### src/rtl/candy_pkg.sv
// Shared types and key/request encodings for the candy machine front panel
// and controller.
package candy_pkg;

    typedef enum logic [1:0] {
        SCAN,
        DEBOUNCE,
        HOLD
    } kp_state_t;

    localparam logic [3:0] KEY_COIN50  = 4'd0;
    localparam logic [3:0] KEY_COIN100 = 4'd1;
    localparam logic [3:0] KEY_COIN200 = 4'd2;
    localparam logic [3:0] KEY_CANDY   = 4'd3;
    localparam logic [3:0] KEY_CANCEL  = 4'd7;

    localparam logic [1:0] COIN_NONE = 2'b00;
    localparam logic [1:0] COIN_50   = 2'b01;
    localparam logic [1:0] COIN_100  = 2'b10;
    localparam logic [1:0] COIN_200  = 2'b11;

    localparam logic [1:0] BTN_NONE   = 2'b00;
    localparam logic [1:0] BTN_CANDY  = 2'b01;
    localparam logic [1:0] BTN_CANCEL = 2'b10;

    function automatic logic is_one_hot4(input logic [3:0] v);
        return (v != 4'd0) && ((v & (v - 4'd1)) == 4'd0);
    endfunction

    // Callers only pass one-hot values; anything else maps to index 0.
    function automatic logic [1:0] row_index(input logic [3:0] v);
        case (v)
            4'b0010: return 2'd1;
            4'b0100: return 2'd2;
            4'b1000: return 2'd3;
            default: return 2'd0;
        endcase
    endfunction

    function automatic logic [1:0] col_index(input logic [2:0] c);
        case (c)
            3'b010:  return 2'd1;
            3'b100:  return 2'd2;
            default: return 2'd0;
        endcase
    endfunction

    function automatic logic [1:0] coin_of(input logic [3:0] code);
        case (code)
            KEY_COIN50:  return COIN_50;
            KEY_COIN100: return COIN_100;
            KEY_COIN200: return COIN_200;
            default:     return COIN_NONE;
        endcase
    endfunction

    function automatic logic [1:0] btn_of(input logic [3:0] code);
        case (code)
            KEY_CANDY:  return BTN_CANDY;
            KEY_CANCEL: return BTN_CANCEL;
            default:    return BTN_NONE;
        endcase
    endfunction

endpackage

### src/rtl/row_sync.sv
// Two-flop synchronizer bringing the raw keypad rows into the clk domain.
module row_sync #(
    parameter int WIDTH = 4
) (
    input  logic             clk,
    input  logic             reset,
    input  logic [WIDTH-1:0] d,
    output logic [WIDTH-1:0] q
);

    logic [WIDTH-1:0] meta;

    always_ff @(posedge clk or negedge reset) begin
        if (!reset) begin
            meta <= '0;
            q    <= '0;
        end else begin
            meta <= d;
            q    <= meta;
        end
    end

endmodule

### src/rtl/keypad_scanner.sv
// 3x4 keypad scanner: column drive, debounce, multi-key rejection and
// one-shot key events decoded into coin/button request pulses.
module keypad_scanner
    import candy_pkg::*;
#(
    parameter int SCAN_DIV     = 1000,
    parameter int DEBOUNCE_CNT = 4
) (
    input  logic       clk,
    input  logic       reset,
    input  logic [3:0] row_in,
    output logic [2:0] col,
    output logic       key_valid,
    output logic [3:0] key_code,
    output logic [1:0] coin,
    output logic [1:0] btn
);

    localparam int DIV_W = $clog2(SCAN_DIV);
    localparam int DEB_W = $clog2(DEBOUNCE_CNT + 1);

    logic [3:0]       row_s;
    logic [DIV_W-1:0] dwell;
    logic             sample;
    logic [DEB_W-1:0] deb_cnt;
    logic [DEB_W-1:0] deb_next;
    logic             deb_done;
    logic [3:0]       pattern;
    logic [3:0]       code_now;
    kp_state_t        state;

    row_sync #(.WIDTH(4)) u_row_sync (
        .clk   (clk),
        .reset (reset),
        .d     (row_in),
        .q     (row_s)
    );

    assign sample   = (dwell == DIV_W'(SCAN_DIV - 1));
    assign deb_next = deb_cnt + DEB_W'(1);
    assign deb_done = (deb_next == DEB_W'(DEBOUNCE_CNT));
    assign code_now = {col_index(col), row_index(row_s)};

    always_ff @(posedge clk or negedge reset) begin
        if (!reset) begin
            dwell <= '0;
        end else if (sample) begin
            dwell <= '0;
        end else begin
            dwell <= dwell + DIV_W'(1);
        end
    end

    // Everything except the dwell counter only moves on sample edges; the
    // event outputs are forced low every other cycle so they stay one-shot.
    always_ff @(posedge clk or negedge reset) begin
        if (!reset) begin
            state     <= SCAN;
            col       <= 3'b001;
            pattern   <= '0;
            deb_cnt   <= '0;
            key_valid <= 1'b0;
            key_code  <= 4'h0;
            coin      <= COIN_NONE;
            btn       <= BTN_NONE;
        end else begin
            key_valid <= 1'b0;
            coin      <= COIN_NONE;
            btn       <= BTN_NONE;
            if (sample) begin
                case (state)
                    SCAN: begin
                        if (is_one_hot4(row_s)) begin
                            pattern <= row_s;
                            deb_cnt <= DEB_W'(1);
                            state   <= DEBOUNCE;
                        end else begin
                            col <= {col[1:0], col[2]};
                        end
                    end
                    DEBOUNCE: begin
                        if (row_s == pattern) begin
                            if (deb_done) begin
                                key_code  <= code_now;
                                key_valid <= 1'b1;
                                coin      <= coin_of(code_now);
                                btn       <= btn_of(code_now);
                                deb_cnt   <= '0;
                                state     <= HOLD;
                            end else begin
                                deb_cnt <= deb_next;
                            end
                        end else begin
                            deb_cnt <= '0;
                            col     <= {col[1:0], col[2]};
                            state   <= SCAN;
                        end
                    end
                    HOLD: begin
                        if (row_s != 4'd0) begin
                            deb_cnt <= '0;
                        end else if (deb_done) begin
                            deb_cnt <= '0;
                            col     <= {col[1:0], col[2]};
                            state   <= SCAN;
                        end else begin
                            deb_cnt <= deb_next;
                        end
                    end
                    default: begin
                        deb_cnt <= '0;
                        col     <= 3'b001;
                        state   <= SCAN;
                    end
                endcase
            end
        end
    end

endmodule

### config.mk
export PLATFORM = sky130hd
export DESIGN_NAME = keypad_scanner
export DESIGN_NICKNAME = d
export VERILOG_FILES = /design/src/rtl/candy_pkg.sv /design/src/rtl/row_sync.sv /design/src/rtl/keypad_scanner.sv
export SDC_FILE = /design/constraint.sdc
export NUM_CORES = 1
export LEC_CHECK = 0
export ABC_CLOCK_PERIOD_IN_PS = 1800
export CAP_MARGIN = 10
export CORE_MARGIN = 3
export CORE_UTILIZATION = 35
export CTS_BUF_LIST = sky130_fd_sc_hd__clkbuf_4 sky130_fd_sc_hd__clkbuf_8
export CTS_CLUSTER_DIAMETER = 50
export DETAILED_ROUTE_END_ITERATION = 8
export GPL_TIMING_DRIVEN = 0
export PLACE_DENSITY = 0.62
export REMOVE_ABC_BUFFERS = 1
export SLEW_MARGIN = 20
export SYNTH_ARGS = -nofsm -noshare
export SYNTH_HDL_FRONTEND = slang
export SYNTH_SLANG_ARGS = --single-unit
### constraint.sdc
create_clock -name clk -period 1.8 [get_ports clk]
set_input_delay 0.27 -clock clk [delete_from_list [all_inputs] [get_ports clk]]
set_output_delay 0.27 -clock clk [all_outputs]
set_load 0.01 [all_outputs]
==> metrics.txt <==
Yosys warning count=0; Buf/Inv on CP=3; syn_area_per_cell=11.3 um2; # Max-Cap Violations=0; ANT cells=0; main combinational cell family by area after synthesis=simple AND/OR/NAND/NOR gates; CP max FO=6; Worst path depth=7; Worst R2R Setup Slack=-0.22 ns; endpoints failing hold=0; critical path startpoint category=flip-flop; # nets final=~210; initial antenna violation count=0; Max Freq=0.495 GHz; VDD IR-drop max=about 0.47 mV; switching power=~0.38 mW; Clk pin slew, worst setup/hold paths=0.08 ns; CTS Buf Count=5; htree depth=2; Synth top area share=between 50% and 60%; vias per cell=roughly 5; crit path max-delay cell type=dfrtp_2; Detailed Route WL=4120 um; largest cells by area after synthesis=dfrtp_1 (53%), mux2_2 (5.1%), xnor2_1 (3.9%); num rows=25; reg2reg end=key_code[2]; synthesized area=roughly 1800 um2; unrepaired setup endpoints after global routing=yes; status=finished, violations left; min-delay src=u_row_sync.meta[2]; total negative slack=-1.36 ns; #FFs+latches synth=39; Total GRT Usage=between 10% and 20%; register area share after synthesis=54.8%; Die H=77.4 um; Logic pwr share=5.2%; critical path required time=1.99 ns; Cell Chain, Critical Path=xor2_1, or3_4, buf_6, nor4_4, buf_6, buf_4, mux2_4; GPL Wtd Cong=between 0.7 and 0.8; max-slew violation count=0; post-route cell area=2610 um2; Clock Power Share=between 40% and 50%; remaining design rule violation count=0; hold crit path type=reg2reg; cell mode on critical path=buf_6; pre-CTS setup slack=-0.658 ns; Overall Power=~1.9 mW; Pint=1.49 mW; TritonCTS clock tree=built; critical path arrival=2.21 ns; WHS=0.362 ns; Syn-to-layout area delta=46.4%; CP endpoint kind=flip-flop; DIE WIDTH=77.4 um; final setup violation count=11; vias in the first global route=approximately 1,300; commonest cells after routing, fill and taps aside=dfrtp_1 (34), clkdlybuf4s50_1 (16), buf_4 (16), nand2_1 (12); P per Cell Area=716 nW/um2; Yosys cell types=40; First-pass DRT Iterations=4; WS Path Type=reg2reg; Critical Path Start=u_row_sync.q[0]; Final Worst Setup Slack=-0.218 ns; io pins=18; Final ANT Viol Nets=0; core area=4820 um2; Initial Utilization=a little under two fifths; multiplexer share of the synthesized area=approximately 6.7%; R2R depth=7; Reg2Reg Launch Point=u_row_sync.q[0]; failing checks=setup timing; PortBufs=17; critical path capture point=key_code[2]; share of cells above drive strength 1=37.6%; TritonCTS sink count=39; Adder-Cell Fraction of Synth Area=2.11%; Max clock buf depth=2; cell taking the most area after synthesis=dfrtp_1; Leak=1.13 nW; largest net degree at the start of global routing=30; Placed Area=2030 um2; gr ovfl total=0; Post-Route Skew=between 0.006 and 0.007 ns; via count=1,362; Max stage delay on crit path=0.44 ns; drt first-iter violations=49; Switching Fraction=20.5%; Primary FF master, synth=dfrtp_1; commonest non-fill, non-tap cell in the layout=dfrtp_1; Worst path top cell family by delay=simple AND/OR/NAND/NOR gates; Worst Tran Pin Value=approximately 0.38 ns; hpwl dp=2320 um; Slew HR=74.5%; Post-synth EDFFs=0; Tmin final=2.02 ns; final worst-path cycle share=112%; drt wl/cell=15.2 um; clk_lat worst skew=0.30 ns; die area=around 6000 um2; CTS root buffer=clkbuf_8; Synth Area in Compound Gates=7.86%; simple-gate share of the synthesized area=19.1%; Flop pwr share=roughly half; fraction of registers with async set/reset=100%; first-pass GRT wire length=approximately 6000 um; Post-Synth XOR/XNOR Area=6.88%; Synth Instances=158
==> power groups by stage <==
stage / Sequential, mW / Clock (mW) / Combinational (mW)
after floorplan: 0.912 / 0 / 0.0185
after global placement: 0.914 / 0 / 0.0484
after detailed placement: 0.915 / 0 / 0.0546
after CTS: 0.899 / 0.885 / 0.0624
after global routing: 0.901 / 0.929 / 0.107
final: 0.899 / 0.872 / 0.0976
==> what timing repair did <==
action | CTS | global route
buffers inserted | 10 | 16
endpoints found under the setup margin | 21 | 20
resized for setup | 26 | 32
pin swaps | 5 | 14
hold buffers | 1 | 0
endpoints found under the hold margin | 9 | 0
==> routing by layer <==
metal | track usage [%] | part of all wire, %
met5 | 0 | 0
met4 | 4.45 | 2.1
met3 | 3.71 | 3.3
met2 | 21.2 | 54
met1 | 15.8 | 40
==> area by class of cell <==
class / instances / area (um2)
flip-flops and latches: 39 / 982
clock inverters: 3 / 67.6
fillers: 388 / 2210
clock buffers: 5 / 68.8
inverters: 5 / 18.8
multi-input cells: 110 / 975
repair buffers: 43 / 414
well taps: 67 / 83.8
==> cell usage after synthesis (all sizes together) (2+ instances only) <==
| cell | instances |
|---|---|
| inv | 5 |
| o21ai | 9 |
| and2 | 4 |
| nor4b | 2 |
| mux2 | 8 |
| nor3 | 3 |
| and3 | 2 |
| nand3 | 8 |
| nor4 | 3 |
| dfrtp | 38 |
| nor2b | 2 |
| nand2 | 12 |
| xnor2 | 8 |
| ha | 3 |
| nand2b | 2 |
| buf | 4 |
| mux2i | 3 |
| a21oi | 7 |
| xor2 | 6 |
| nor2 | 12 |
==> per-stage QoR <==
stage / std cells / utilization (%)
3_5_place_dp: 239 / 42.1
5_1_grt: 272 / 54.2
4_1_cts: 258 / 48.8
3_3_place_gp: 238 / 41.7
6_report: 272 / 54.2
2_1_floorplan: 154 / -
==> registers in the layout, summed over array words and instances (netlist names), 2 cells and up <==
signal	count
btn	2
coin	2
col	3
deb_cnt	3
dwell	10
key_code	4
pattern	4
state	2
u_row_sync.meta	4
u_row_sync.q	4
==> worst min path at each step <==
stage / slack [ns] / depth (start not counted) / end
detailed placement: 0.16 / 1 / col[1]
floorplan: -0.03 / 0 / btn[0]
global placement: 0.33 / 0 / u_row_sync.q[2]
global route: 0.37 / 0 / u_row_sync.q[0]
finish: 0.36 / 0 / u_row_sync.q[2]
CTS: 0.36 / 0 / u_row_sync.q[1]
==> cell families after synthesis <==
family	count (synthesis)
AO/OA/AOI/OAI	23
XOR/XNOR	14
adder cells (fa/ha/maj)	3
buffers and inverters	9
flip-flops	39
multiplexers	11
AND/OR/NAND/NOR	59
Note: power is estimated with default switching activity, not from simulation.
==> RTL change 1: new RTL, config.mk and constraints unchanged <==
Change the parameter `SCAN_DIV` from 1000 to 4000.
--- a/src/rtl/keypad_scanner.sv
+++ b/src/rtl/keypad_scanner.sv
@@ -4,5 +4,5 @@
     import candy_pkg::*;
 #(
-    parameter int SCAN_DIV     = 1000,
+    parameter int SCAN_DIV     = 4000,
     parameter int DEBOUNCE_CNT = 4
 ) (
Check against the original RTL: same outputs for any inputs over 10 cycles, from zero or initial values and one cycle with reset low; that may be too few to reach the edited logic, so the function may still have changed.
==> RTL change 1 against the original RTL <==
The flow still finishes with violations (negative setup slack). Setup slack improved by 0.14 ns. Sequential cell count increased by 2. Area after synthesis increased by 9.3%. Power decreased by 8.4%. Clock power fell by 25%. Count of clock-buffer cells in the layout did not move. Design area up 5.6%. Wire length fell by 4.4%. Highest routed layer unchanged. Critical path depth is 1 lower.
==> RTL change 1: results <==
{
  "setup_slack_ns": -0.0734,
  "vdd_drop_max_mv": 0.434,
  "ys_seq_area_frac": 0.527,
  "synth_fa_ha_area_frac": 0.0193,
  "via_count": 1477,
  "pre_cts_slack_ns": -0.882,
  "switchingPower_mw": 0.431,
  "synth_flop_cell": "dfrtp_1",
  "synth-compound-area-share": 0.110,
  "reg2reg_to": "pattern[2]",
  "r2r_cells": 6,
  "dp.cells": 258,
  "netlist_top_cells_area": "dfrtp_1 (51%), mux2_2 (3.5%), xor2_1 (3.1%), nor2_1 (2.9%), xnor2_1 (2.7%)",
  "globalplace.congestion": 0.771,
  "slowest_delay_ns": 0.50,
  "dp_hpwl_um": 2310,
  "largest_reg_flops": 12,
  "first_pass_iters": 4,
  "skew_ns": 0.0125,
  "r2r_start": "u_row_sync.q[3]",
  "setup_viol": 8,
  "cp.arrival_ns": 2.07,
  "placed_area_sq_um": 2190,
  "final_nets": 241,
  "drive_gt1_frac": 0.365,
  "muxShareOfSynthArea": 0.0450,
  "avgRoutedWirePerCell_um": 13.0,
  "grt_max_degree": 25,
  "grt_usage": 0.128,
  "finalSetupTns_ns": -0.378,
  "grt_pass1_wl_um": 6260,
  "regMostFlops": "dwell",
  "slowest_stage": "dfrtp_2",
  "min-delay-start": "u_row_sync.meta[0]",
  "ys_top_cells_by_count": "dfrtp_1 (40), nor2_1 (15), nand2_1 (13), nand3_1 (10), inv_1 (9)",
  "syn_inst": 175,
  "routed_wl_um": 3940,
  "leakage_nw": 1.23,
  "synth_cell_types": 49,
  "tightest_slew_ns": 0.428,
  "hold_slack_ns": 0.356,
  "hold_path_depth": 0,
  "drtIter0Drc": 69,
  "grt_pass1_vias": 1344,
  "violations": "negative setup slack",
  "fillers": 478,
  "clk_path_buf_depth": 2,
  "path_max_fanout": 5,
  "whs_endpoint": "u_row_sync.q[0]",
  "end_kind": "register",
  "outcome": "finished with violations",
  "synthXorXnorAreaFrac": 0.0584
}
[RTL change 1: cells by family (layout without fill, tap and decap cells)]
| family | after synthesis | in the layout |
|---|---|---|
| adders and majority gates | 3 | 3 |
| AOI/OAI and AO/OA | 26 | 26 |
| muxes | 8 | 8 |
| xor gates and xnor gates | 13 | 13 |
| buffers and inverters | 15 | 73 |
| and+or+nand+nor | 69 | 69 |
| DFF | 41 | 41 |
[RTL change 1: layer usage]
layer  up-vias  track usage  wire length (um)
met3         4       0.0348               144
met1       730        0.164              1810
met5         -            0                 0
li1        719            -                 -
met2        24        0.203              1960
met4         0       0.0507                26
[RTL change 1: cell type report]
class	instances	area [sq um]	area share
tap	70	87.6	0.0318
clock inverter	3	26.3	0.00953
timing repair buffer	55	504	0.183
multi-input combinational	119	993	0.360
sequential	41	1040	0.376
inverter	10	40.0	0.0145
clock buffer	5	68.8	0.0250
[RTL change 1: critical path: cells and delay by family (launching register included)]
kind                   cells  cell delay (ns)
AND/OR/NAND/NOR            3             0.71
buffers and inverters      1             0.17
multiplexers               1             0.30
AO/OA/AOI/OAI              1             0.10
flip-flops                 1             0.50
[RTL change 1: timing repair]
item | CTS | global route
resized for setup | 26 | 17
hold endpoints to repair | 16 | 0
endpoints found under the setup margin | 29 | 19
hold buffers | 1 | 0
setup buffers | 28 | 8
pin swaps | 10 | 6
[RTL change 1: power groups by stage]
stage	Clock, mW	Combinational (mW)	Sequential [mW]
2_1_floorplan	0	0.0283	0.958
3_3_place_gp	0	0.0605	0.961
3_5_place_dp	0	0.0649	0.962
4_1_cts	0.675	0.100	0.944
5_1_grt	0.703	0.123	0.948
6_report	0.652	0.113	0.946
==> RTL change 2: new RTL, same flow settings <==
Without the edit above. Register the input `row_in` before use, without a reset. The logic sees it one clock later.
--- a/src/rtl/keypad_scanner.sv
+++ b/src/rtl/keypad_scanner.sv
@@ -20,4 +20,10 @@
     localparam int DEB_W = $clog2(DEBOUNCE_CNT + 1);
 
+    logic [3:0] row_q;
+
+    always_ff @(posedge clk) begin
+        row_q <= row_in;
+    end
+
     logic [3:0]       row_s;
     logic [DIV_W-1:0] dwell;
@@ -33,5 +39,5 @@
         .clk   (clk),
         .reset (reset),
-        .d     (row_in),
+        .d     (row_q),
         .q     (row_s)
     );
Check against the original RTL: no difference found for any inputs over 10 cycles, from zero or initial values and one cycle with reset low; that may be too few to reach the edited logic, so the function may still have changed.
==> RTL change 2 against the original RTL <==
The run still ends with negative setup slack left. First-iteration DRC count decreased by 6.1%. Sequential cell count up 4. Setup slack improved by 0.098 ns. Critical path depth down 1. Non-clock buffer count decreased by 6. Wire length shrank 13%. Clock power down 32%. Area after synthesis rose by 4.9%. Final cell count fell by 0.74%. Via count fell by 0.88%. Global-route usage is 0.27 points higher. Power shrank 11%. Design area decreased by 4.1%. Core utilization shrank 3.5 points. Highest routed layer unchanged.
==> RTL change 2: results <==
{
  "outcome": "finished with violations",
  "violations": "negative setup slack",
  "grt_usage": 0.130,
  "setup_viol": 11,
  "portBuffers": 17,
  "ys_top_cells_by_count": "dfrtp_1 (38), nor2_1 (17), nand2_1 (10), mux2_2 (8), xnor2_1 (8)",
  "cts_htree_levels": 2,
  "via_count": 1350,
  "dp_hpwl_um": 2380,
  "globalplace.congestion": 0.833,
  "synth_flop_cell": "dfrtp_1",
  "avgRoutedWirePerCell_um": 13.4,
  "slowest_delay_ns": 0.42,
  "synthXorXnorAreaFrac": 0.0562,
  "critPathLaunchType": "register",
  "final_nets": 211,
  "pre_cts_slack_ns": -0.697,
  "skew_ns": 0.00486,
  "ys_seq_area_frac": 0.565,
  "netlist_top_cells_area": "dfrtp_1 (51%), mux2_2 (4.8%), dfxtp_1 (4.3%), xnor2_1 (3.7%), nor2_1 (3.4%)",
  "async_flop_share": 0.907,
  "path_clk_slew_ns": 0.08,
  "cts-root-buf": "clkbuf_8",
  "syn_inst": 163,
  "path_max_fanout": 4,
  "antennaDiodeCount": 0,
  "drive_gt1_frac": 0.281,
  "clock_latency_ns": 0.29,
  "grt_antenna_before_repair": 0,
  "r2r_cells": 6,
  "leakage_nw": 1.07,
  "grt_pass1_wl_um": 6390,
  "yosys_warnings": 0,
  "synth_cell_types": 46,
  "placed_area_sq_um": 2130,
  "hold_path_depth": 0,
  "cp.arrival_ns": 2.11,
  "vdd_drop_max_mv": 0.363,
  "min-delay-start": "row_q[2]",
  "finalSetupTns_ns": -0.899,
  "grt_max_degree": 23,
  "r2r_start": "deb_cnt[0]",
  "synth_fa_ha_area_frac": 0.0201,
  "muxShareOfSynthArea": 0.0642,
  "drtIter0Drc": 46,
  "hold_slack_ns": 0.330,
  "largest_reg_flops": 10,
  "whs_endpoint": "u_row_sync.meta[2]",
  "numCtsBuffers": 5,
  "tightest_slew_ns": 0.457,
  "setup_slack_ns": -0.120,
  "slowest_stage": "dfrtp_1",
  "routed_wl_um": 3610,
  "synth-compound-area-share": 0.0957,
  "dp.cells": 243,
  "swShare": 0.226
}
RTL change 2: cell type report:
type	instances	area [sq um]
Multi-Input combinational cell	109	893
Sequential cell	43	1060
Fill cell	456	2440
Clock inverter	3	20.0
Clock buffer	5	68.8
Tap cell	67	83.8
Inverter	6	22.5
Timing Repair Buffer	37	354
RTL change 2: layer usage:
layer  global-route usage  up-vias  share of wire
met4               0.0601        0          0.023
met5                    0        -              0
met1                0.158      667           0.45
met3               0.0351       11          0.035
li1                     -      645              -
met2                0.215       27           0.49
RTL change 2: cells by family after synthesis:
family	Yosys count
buffers and inverters	11
flip-flops	43
XOR/XNOR	12
multiplexers	11
adder cells (fa/ha/maj)	3
AND/OR/NAND/NOR	59
AO/OA/AOI/OAI	24
RTL change 2: what timing repair did:
action | in CTS | in global routing
buffers inserted | 16 | 2
pin swaps | 6 | 3
hold buffers | 1 | 0
endpoints found under the setup margin | 23 | 17
resized for setup | 19 | 10
endpoints found under the hold margin | 17 | 0
RTL change 2: power by group through the flow:
stage	clock network (mW)	logic (mW)	registers, mW
after floorplan	0	0.0254	1.01
after CTS	0.620	0.0843	0.989
after global placement	0	0.0554	1.01
final	0.591	0.0861	0.990
after global routing	0.667	0.0958	0.992
after detailed placement	0	0.0632	1.01
RTL change 2: critical path, delay by kind of cell (launching register included):
family,cells,cell delay (ns)
XOR/XNOR,1,0.19
flip-flops,1,0.42
buffers and inverters,1,0.20
AND/OR/NAND/NOR,2,0.44
multiplexers,1,0.30
adder cells (fa/ha/maj),1,0.27
